**src/rtl/led_code_sender.sv**
```systemverilog
// led_code_sender: plays a latched code word out on the active-low RGB LED.
// A frame is one BLUE preamble slot, then one slot per code bit (LSB first):
// RED for 0, GREEN for 1. Each lit slot is followed by an OFF gap.
//
//   state     | meaning
//   ----------+--------------------------------------------------
//   S_IDLE    | waiting for start, LED off
//   S_PRE_ON  | preamble slot, LED blue
//   S_PRE_GAP | gap after preamble, LED off
//   S_BIT_ON  | data slot for bit r_bit_idx, LED red/green
//   S_BIT_GAP | gap after data slot, LED off
module led_code_sender #(
    parameter int CODE_WIDTH  = 10,
    parameter int SLOT_CYCLES = 24_000_000,
    parameter int GAP_CYCLES  = 6_000_000
) (
    input  logic                                  clk,
    input  logic                                  rst_n,
    input  logic                                  start,
    input  logic [CODE_WIDTH-1:0]                 code,
    output logic                                  busy,
    output logic                                  done,
    output logic [$clog2(CODE_WIDTH+1)-1:0]       bit_index,
    output logic [2:0]                            led
);

    localparam int BI_W    = $clog2(CODE_WIDTH + 1);
    localparam int MAX_CYC = (SLOT_CYCLES > GAP_CYCLES) ? SLOT_CYCLES : GAP_CYCLES;
    localparam int CNT_W   = (MAX_CYC > 1) ? $clog2(MAX_CYC) : 1;
    localparam bit HAS_GAP = (GAP_CYCLES > 0);

    localparam logic [CNT_W-1:0] SLOT_LAST = CNT_W'(SLOT_CYCLES - 1);
    localparam logic [CNT_W-1:0] GAP_LAST  = HAS_GAP ? CNT_W'(GAP_CYCLES - 1) : '0;
    localparam logic [BI_W-1:0]  BIT_LAST  = BI_W'(CODE_WIDTH - 1);

    localparam logic [2:0] LED_OFF   = 3'b111;
    localparam logic [2:0] LED_RED   = 3'b110;
    localparam logic [2:0] LED_GREEN = 3'b101;
    localparam logic [2:0] LED_BLUE  = 3'b011;

    typedef enum logic [2:0] {
        S_IDLE    = 3'd0,
        S_PRE_ON  = 3'd1,
        S_PRE_GAP = 3'd2,
        S_BIT_ON  = 3'd3,
        S_BIT_GAP = 3'd4
    } state_t;

    state_t                r_state;
    logic [CNT_W-1:0]      r_cnt;
    logic [BI_W-1:0]       r_bit_idx;
    logic [CODE_WIDTH-1:0] r_code;
    logic                  r_busy;
    logic                  r_done;
    logic [2:0]            r_led;

    state_t                w_state_nxt;
    logic [CNT_W-1:0]      w_cnt_nxt;
    logic [BI_W-1:0]       w_bit_nxt;
    logic                  w_accept;
    logic [CODE_WIDTH-1:0] w_code_shift;
    logic [2:0]            w_led_nxt;
    logic                  w_busy_nxt;
    logic                  w_done_nxt;

    // State, slot timer, bit index and latched code
    always_ff @(posedge clk or negedge rst_n) begin
        if (!rst_n) begin
            r_state   <= S_IDLE;
            r_cnt     <= '0;
            r_bit_idx <= '0;
            r_code    <= '0;
        end else begin
            r_state   <= w_state_nxt;
            r_cnt     <= w_cnt_nxt;
            r_bit_idx <= w_bit_nxt;
            if (w_accept) begin
                r_code <= code;
            end
        end
    end

    // Next-state logic; the timer restarts from zero on every state change
    always_comb begin
        w_state_nxt = r_state;
        w_cnt_nxt   = r_cnt + CNT_W'(1);
        w_bit_nxt   = r_bit_idx;
        w_accept    = 1'b0;
        case (r_state)
            S_IDLE: begin
                w_cnt_nxt = '0;
                w_bit_nxt = '0;
                if (start) begin
                    w_state_nxt = S_PRE_ON;
                    w_accept    = 1'b1;
                end
            end
            S_PRE_ON: begin
                if (r_cnt == SLOT_LAST) begin
                    w_cnt_nxt   = '0;
                    w_state_nxt = HAS_GAP ? S_PRE_GAP : S_BIT_ON;
                    w_bit_nxt   = '0;
                end
            end
            S_PRE_GAP: begin
                if (r_cnt == GAP_LAST) begin
                    w_cnt_nxt   = '0;
                    w_state_nxt = S_BIT_ON;
                    w_bit_nxt   = '0;
                end
            end
            S_BIT_ON, S_BIT_GAP: begin
                if ((r_state == S_BIT_ON) && (r_cnt == SLOT_LAST) && HAS_GAP) begin
                    w_cnt_nxt   = '0;
                    w_state_nxt = S_BIT_GAP;
                end else if (((r_state == S_BIT_ON)  && (r_cnt == SLOT_LAST)) ||
                             ((r_state == S_BIT_GAP) && (r_cnt == GAP_LAST))) begin
                    w_cnt_nxt = '0;
                    if (r_bit_idx < BIT_LAST) begin
                        w_state_nxt = S_BIT_ON;
                        w_bit_nxt   = r_bit_idx + BI_W'(1);
                    end else begin
                        w_state_nxt = S_IDLE;
                        w_bit_nxt   = '0;
                    end
                end
            end
            default: begin
                w_state_nxt = S_IDLE;
                w_cnt_nxt   = '0;
                w_bit_nxt   = '0;
            end
        endcase
    end

    // Output decode from the upcoming state so the registered outputs line up with it
    always_comb begin
        w_code_shift = r_code >> w_bit_nxt;
        w_busy_nxt   = (w_state_nxt != S_IDLE);
        w_done_nxt   = (r_state != S_IDLE) && (w_state_nxt == S_IDLE);
        case (w_state_nxt)
            S_PRE_ON: w_led_nxt = LED_BLUE;
            S_BIT_ON: w_led_nxt = w_code_shift[0] ? LED_GREEN : LED_RED;
            default:  w_led_nxt = LED_OFF;
        endcase
    end

    // Output registers
    always_ff @(posedge clk or negedge rst_n) begin
        if (!rst_n) begin
            r_busy <= 1'b0;
            r_done <= 1'b0;
            r_led  <= LED_OFF;
        end else begin
            r_busy <= w_busy_nxt;
            r_done <= w_done_nxt;
            r_led  <= w_led_nxt;
        end
    end

    assign busy      = r_busy;
    assign done      = r_done;
    assign bit_index = r_bit_idx;
    assign led       = r_led;

endmodule

```
**config.mk**
```make
export PLATFORM = sky130hd
export DESIGN_NAME = led_code_sender
export DESIGN_NICKNAME = d
export VERILOG_FILES = /design/src/rtl/led_code_sender.sv
export SDC_FILE = /design/constraint.sdc
export NUM_CORES = 1
export LEC_CHECK = 0
export CAP_MARGIN = 10
export CORE_MARGIN = 2
export CORE_UTILIZATION = 40
export CTS_BUF_LIST = sky130_fd_sc_hd__clkbuf_4
export CTS_CLUSTER_DIAMETER = 30
export DETAILED_ROUTE_END_ITERATION = 10
export PLACE_DENSITY = 0.7
export SYNTH_ARGS = -nofsm -noshare
export SYNTH_HDL_FRONTEND = slang
export SYNTH_SLANG_ARGS = --single-unit
```
**constraint.sdc**
```tcl
create_clock -name clk -period 2.85 [get_ports clk]
set_input_delay 0.57 -clock clk [delete_from_list [all_inputs] [get_ports clk]]
set_output_delay 0.57 -clock clk [all_outputs]
set_load 0.005 [all_outputs]
```
# After elaboration in Yosys (flattened, before gate mapping)
# Cells that the tools add are included.
word_totals:
  rom_bits: 0
  n_memories: 0
  wordCells: 50
  in_bits: 13
  latchBits: 0
  register_bits: 47
  ram_bits: 0
  out_inout_bits: 9
op_classes:
  order_cmp: 1
  n_reduce_logical: 9
  bitwise: 0
  addsub: 2
  eq_ne: 8
  muxes: 22
  shifts: 1
  div: 0
  mul: 0
ops:
  columns: ["cell", "count"]
  rows:
  - ["25-bit two-way mux", 4]
  - ["25-bit one-hot mux with 3 select lines", 1]
  - ["25-bit by 1-bit adder with 25-bit output, second input constant", 1]
  - ["25-bit by 23-bit equality test with 1-bit output, second input constant", 1]
  - ["25-bit equality test, second input constant", 1]
  - ["4-bit two-way mux", 5]
  - ["3-bit two-way mux", 5]
  - ["3-bit one-hot mux with 4 select lines", 1]
  - ["4-bit one-hot mux with 3 select lines", 1]
  - ["10-bit by 4-bit >> shifter with 1-bit output", 1]
  - ["3-bit by 2-bit equality test with 1-bit output, second input constant", 3]
  - ["3-bit by 1-bit equality test with 1-bit output, second input constant", 2]
  - ["3-bit zero test", 2]
  - ["3-bit one-hot mux with 2 select lines", 1]
  - ["3-bit nonzero test", 2]
  - ["4-bit by 1-bit adder with 4-bit output, second input constant", 1]
  - ["4-bit less-than comparator, second input constant", 1]
  - ["2-bit two-way mux", 2]
  - ["3-bit equality test, second input constant", 1]
  - ["1-bit logical AND", 3]
  - ["1-bit two-way mux", 2]
  - ["2-bit OR reduction", 1]
  - ["1-bit logical OR", 1]

# Longest topological paths before layout
logic_depth:
  ltp_word: 9
  mapped_depth: 11
  mapped_depth_nobuf: 11

# Worst setup path before layout
# Ideal clock, no wire load.
synth_timing:
  kind: "flip-flop to flip-flop"
  from: "reg r_cnt[12]"
  to: "reg r_led[1] (netlist: led[1])"
  path_stages_with_launch: 9
  t_arrival_ps: 2649
  required_ps: 2773
  setup_time_ps: 77
  n_path_buf: 0
  synth_period_minus_slack_ps: 2727
  setup_slack_ps: 123
  cell_sequence: "dfrtp_1 > or4b_4 > nor4_4 > a21oi_2 > o31ai_4 > and3_1 > nor2_1 > a2111o_1 > a21bo_1"
synth_between:
  elab_chain_cells: 9
  word_cells_on_any_way: 20
  classes_between: "4 x eq/ne; 1 x shift; 12 x mux; 3 x reduce/logical"
synth_rtl:
  columns: ["item", "line_no", "rtl"]
  rows:
  - ["start, declared", "50", "logic [CNT_W-1:0] r_cnt;"]
  - ["start signal, assigned", "75", "r_cnt <= w_cnt_nxt;"]
  - ["25-bit equality test or 25-bit by 23-bit equality test with 1-bit output (tied branches)", null, null]
  - ["1-bit logical AND (on tied branches)", "113, 116, 117", null]
  - ["1-bit logical OR", "116", "end else if (((r_state == S_BIT_ON) && (r_cnt == SLOT_LAST)) ||"]
  - ["4-bit two-way mux", "116", null]
  - ["4-bit two-way mux", "113", "if ((r_state == S_BIT_ON) && (r_cnt == SLOT_LAST) && HAS_GAP) begin"]
  - ["4-bit one-hot mux with 3 select lines", "89", "case (r_state)"]
  - ["10-bit by 4-bit >> shifter with 1-bit output", "138", "w_code_shift = r_code >> w_bit_nxt;"]
  - ["2-bit two-way mux", "143", "S_BIT_ON: w_led_nxt = w_code_shift[0] ? LED_GREEN : LED_RED;"]
  - ["3-bit one-hot mux with 2 select lines *", "141", "case (w_state_nxt)"]
  - ["via w_led_nxt[1]", "62", "logic [2:0] w_led_nxt;"]
  - ["end signal, assigned", "157", "r_led <= w_led_nxt;"]
  - ["end, declared", "55", "logic [2:0] r_led;"]
# The timed path passes the listed nets; every way through them passes the cells marked *.
# A chain may end at the register's enable or synchronous reset.

# Worst setup path after layout
layout_timing:
  from: "reg r_cnt[7]"
  to: "reg r_led[1] (netlist: led[1])"
# The elaborated chain is that of the path after synthesis.

==> impl_metrics.yaml <==
final_layout:
  final_area_mm2: 0.003020
  area.growth.synth_to_final_pct: 20.52
  diodes: 0
  post_route_cells_drive_above_1_share_pct: 18.77
  n_fill_cell: 549
  final_common_cell: "dfrtp_1"
  mostFrequentLayoutCells: "dfrtp_1 (44), nor2_1 (39), nand2_1 (20), clkdlybuf4s50_1 (20), buf_4 (20)"
  layout.nets: 309
synth:
  synth_seq_cells: 47
  synth_top_area_share_pct: 43.93
  ys_async_sr_fraction_pct: 100.0
  synth_area_mm2: 0.002506
  synth_ff_type: "dfrtp_1"
  syn_avg_cell_area_um2: 10.02
  synth_edf_count: 0
  yosys_warnings: 0
  synth.area.top_cells: "dfrtp_1 (44%), nor2_1 (5.8%), xor2_1 (4.5%)"
  synthCells: 250
  syn_nets: 266
  synth.distinct_cells: 58
  ys_seq_area_share_pct: 47.08
  synth_largest_area_cell: "dfrtp_1"
worst_setup_path:
  crit_fanout: 8
  setup.worst_path.end: "led[1]$_DFF_PN1_"
  critical_path_class: "flip-flop to flip-flop"
  cp_top_family: "simple AND/OR/NAND/NOR gates"
  cp_num_buf_inv: 0
  path_cells: "or4b_4 > nor4_4 > a21oi_2 > o31ai_4 > and3_1 > nor2_1 > a2111o_1 > a21bo_1"
  r2r_start: "r_cnt[7]$_DFF_PN0_"
  end_kind: "flip-flop"
  r2r-end: "led[1]$_DFF_PN1_"
  worstPathArrival_ns: 3.05
  r2r_cells: 8
  crit_required_ns: 3.15
  rrSetupSlack_ns: 0.1
  critPathMaxStageDelay_ns: 0.54
  crit_path_top_delay_cell: "or4b_4"
  crit_path_start: "r_cnt[7]$_DFF_PN0_"
  cp.depth: 8
  critPathLaunchType: "flip-flop"
timing:
  drv_slew: 0
  maxSlewHeadroom_pct: 34.11
  worst_pin_slew_ns: 0.9883
  finClkSkew_ns: 0.009876
  period_share_pct: 96.64
  finalSetupViolations: 0
  max_freq_ghz: 0.3631
  min_period_ns: 2.754
  hold_viol_final: 0
  layout_setup_ws_ns: 0.09583
job:
  drv_cap: 0
place:
  hpwl_um: 3523
  dpl_cell_area_mm2: 0.002884
  dp_slack_ns: 0.03140
  place_congestion: 0.8376
  port_buffers: 21
status:
  status: "completed"
global_routing:
  grt_pass1_wl_um: 8721
  grt_pass1_vias: 1895
  antenna_found_initial: 0
  grt_overflow: 0
  grt_max_degree: 47
  grt.total_usage_pct: 15.23
die:
  dieArea_mm2: 0.006915
  io_pins: 22
  die_h_um: 83.16
  core_mm2: 0.005991
  initial_core_util_pct: 41.83
  die_w_um: 83.16
  rows: 28
clock_tree:
  clk_path_buf_depth: 2
  cts_hold_buf: 0
  clockRootBuffer: "clkbuf_4"
  cts.sinks: 47
  clkLatencyLatePin_ns: 0.35
  cts_tree: "built"
  cts_max_level: 2
  cts.clk_slew.worst_paths_ns: 0.14
  numCtsBuffers: 5
detailed_routing:
  avgViaCountPerCell: 5.264
  drc: 0
  drtPass1Iterations: 4
  ant_nets: 0
  routedWlPerCell_um: 13.65
  wirelength_um: 5024
  drtIter0Drc: 109
  vias: 1937
pwr:
  pwr-share-clk_pct: 27.1
  switchingPower_w: 0.0003736
  pwr-share-comb_pct: 16.7
  cellPowerDensity_mw_per_mm2: 484.8
  internal_power_w: 0.001091
  switching_share_pct: 25.52
  peakVddDrop_mv: 0.2801
  seqPwrFrac_pct: 56.2
  p_leak_nw: 1.315
hold_path:
  worstHoldPathType: "input pin to async pin"
-- metrics by stage --
| stage | cells | setup TNS, ns | total power [W] | hold WS (ns) | util [%] |
|---|---|---|---|---|---|
| finish | 368 | 0 | 0.001464 | 0.3587 | 50.42 |
| global route | 368 | -0.001345 | 0.001554 | 0.4409 | 50.42 |
| CTS | 361 | 0 | 0.001490 | 0.3966 | 49.39 |
| detailed placement | 354 | 0 | 0.001087 | 0.4787 | 48.14 |
| global placement | 354 | 0 | 0.001075 | 0.4689 | 48.14 |
| floorplan | 250 | 0 | 0.0009959 | 0.2744 | - |
-- worst min-delay path by stage --
stage | from | endpoint | slack, ns | cells after the start
floorplan | rst_n | bit_index[0]$_DFF_PN0_ | 0.27 | 0
global route | rst_n | r_cnt[5]$_DFF_PN0_ | 0.44 | 1
detailed placement | r_cnt[0]$_DFF_PN0_ | r_cnt[0]$_DFF_PN0_ | 0.48 | 1
CTS | rst_n | r_cnt[5]$_DFF_PN0_ | 0.40 | 1
global placement | r_cnt[0]$_DFF_PN0_ | r_cnt[0]$_DFF_PN0_ | 0.47 | 1
finish | rst_n | r_cnt[5]$_DFF_PN0_ | 0.36 | 1
-- metal layers --
| layer | wire, um | share of wire (%) | global-route usage [%] | vias to the layer above |
|---|---|---|---|---|
| li1 | - | - | - | 960 |
| met5 | 0 | 0 | 0 | - |
| met4 | 78 | 1.6 | 4.471 | 0 |
| met3 | 215 | 4.3 | 2.982 | 8 |
| met1 | 2373 | 47 | 21.11 | 926 |
| met2 | 2357 | 47 | 24.27 | 43 |
-- Yosys cell counts (all sizes together) (3+ instances only) --
master   n
nor3     4
nor4     3
xnor2   10
nand2b   4
clkbuf   3
nand3   14
or2b     3
dfrtp   44
xor2    13
o211ai   3
nand2   20
mux2     9
nor2    39
a211oi   3
ha       3
buf      3
a21boi   3
dfstp    3
and3    12
o21ai    3
inv      7
a311oi   3
a21oi    9
-- timing repair --
item / 4_1_cts / 5_1_grt
buffers inserted: 0 / 7
gates resized for setup: 0 / 1
endpoints found under the setup margin: 0 / 2
-- registers in the layout, summed over array words and instances (netlist names) --
name	cells
r_code	10
r_cnt	25
led	3
done	1
r_state	3
busy	1
bit_index	4
-- kinds of logic (layout without fill, tap and decap cells) --
family	count (synthesis)	in the layout	synth area share, %
simple gates	116	116	24.51
flops	47	47	47.08
compound gates	36	36	11.28
xor+xnor	23	23	8.038
buf+inv	14	57	2.746
mux	11	11	4.843
fa+ha+maj	3	3	1.498
-- power by group through the flow --
stage | logic [W] | registers [W] | clock network (W)
after global routing | 0.000277 | 0.000841 | 0.000437
final | 0.000244 | 0.000823 | 0.000396
after floorplan | 0.000175 | 0.000821 | 0
after CTS | 0.000248 | 0.000826 | 0.000416
after global placement | 0.000240 | 0.000835 | 0
after detailed placement | 0.000248 | 0.000839 | 0
-- cell type report --
| class | instances | area [um^2] | share of cell area (%) |
|---|---|---|---|
| Multi-Input combinational cell | 189 | 1266 | 41.92 |
| Sequential cell | 47 | 1180 | 39.06 |
| Timing Repair Buffer | 42 | 375.4 | 12.43 |
| Tap cell | 75 | 93.84 | 3.107 |
| Clock buffer | 6 | 45.04 | 1.491 |
| Clock inverter | 1 | 30.03 | 0.9942 |
| Inverter | 8 | 30.03 | 0.9942 |
Power figures use the tool's default switching activity.
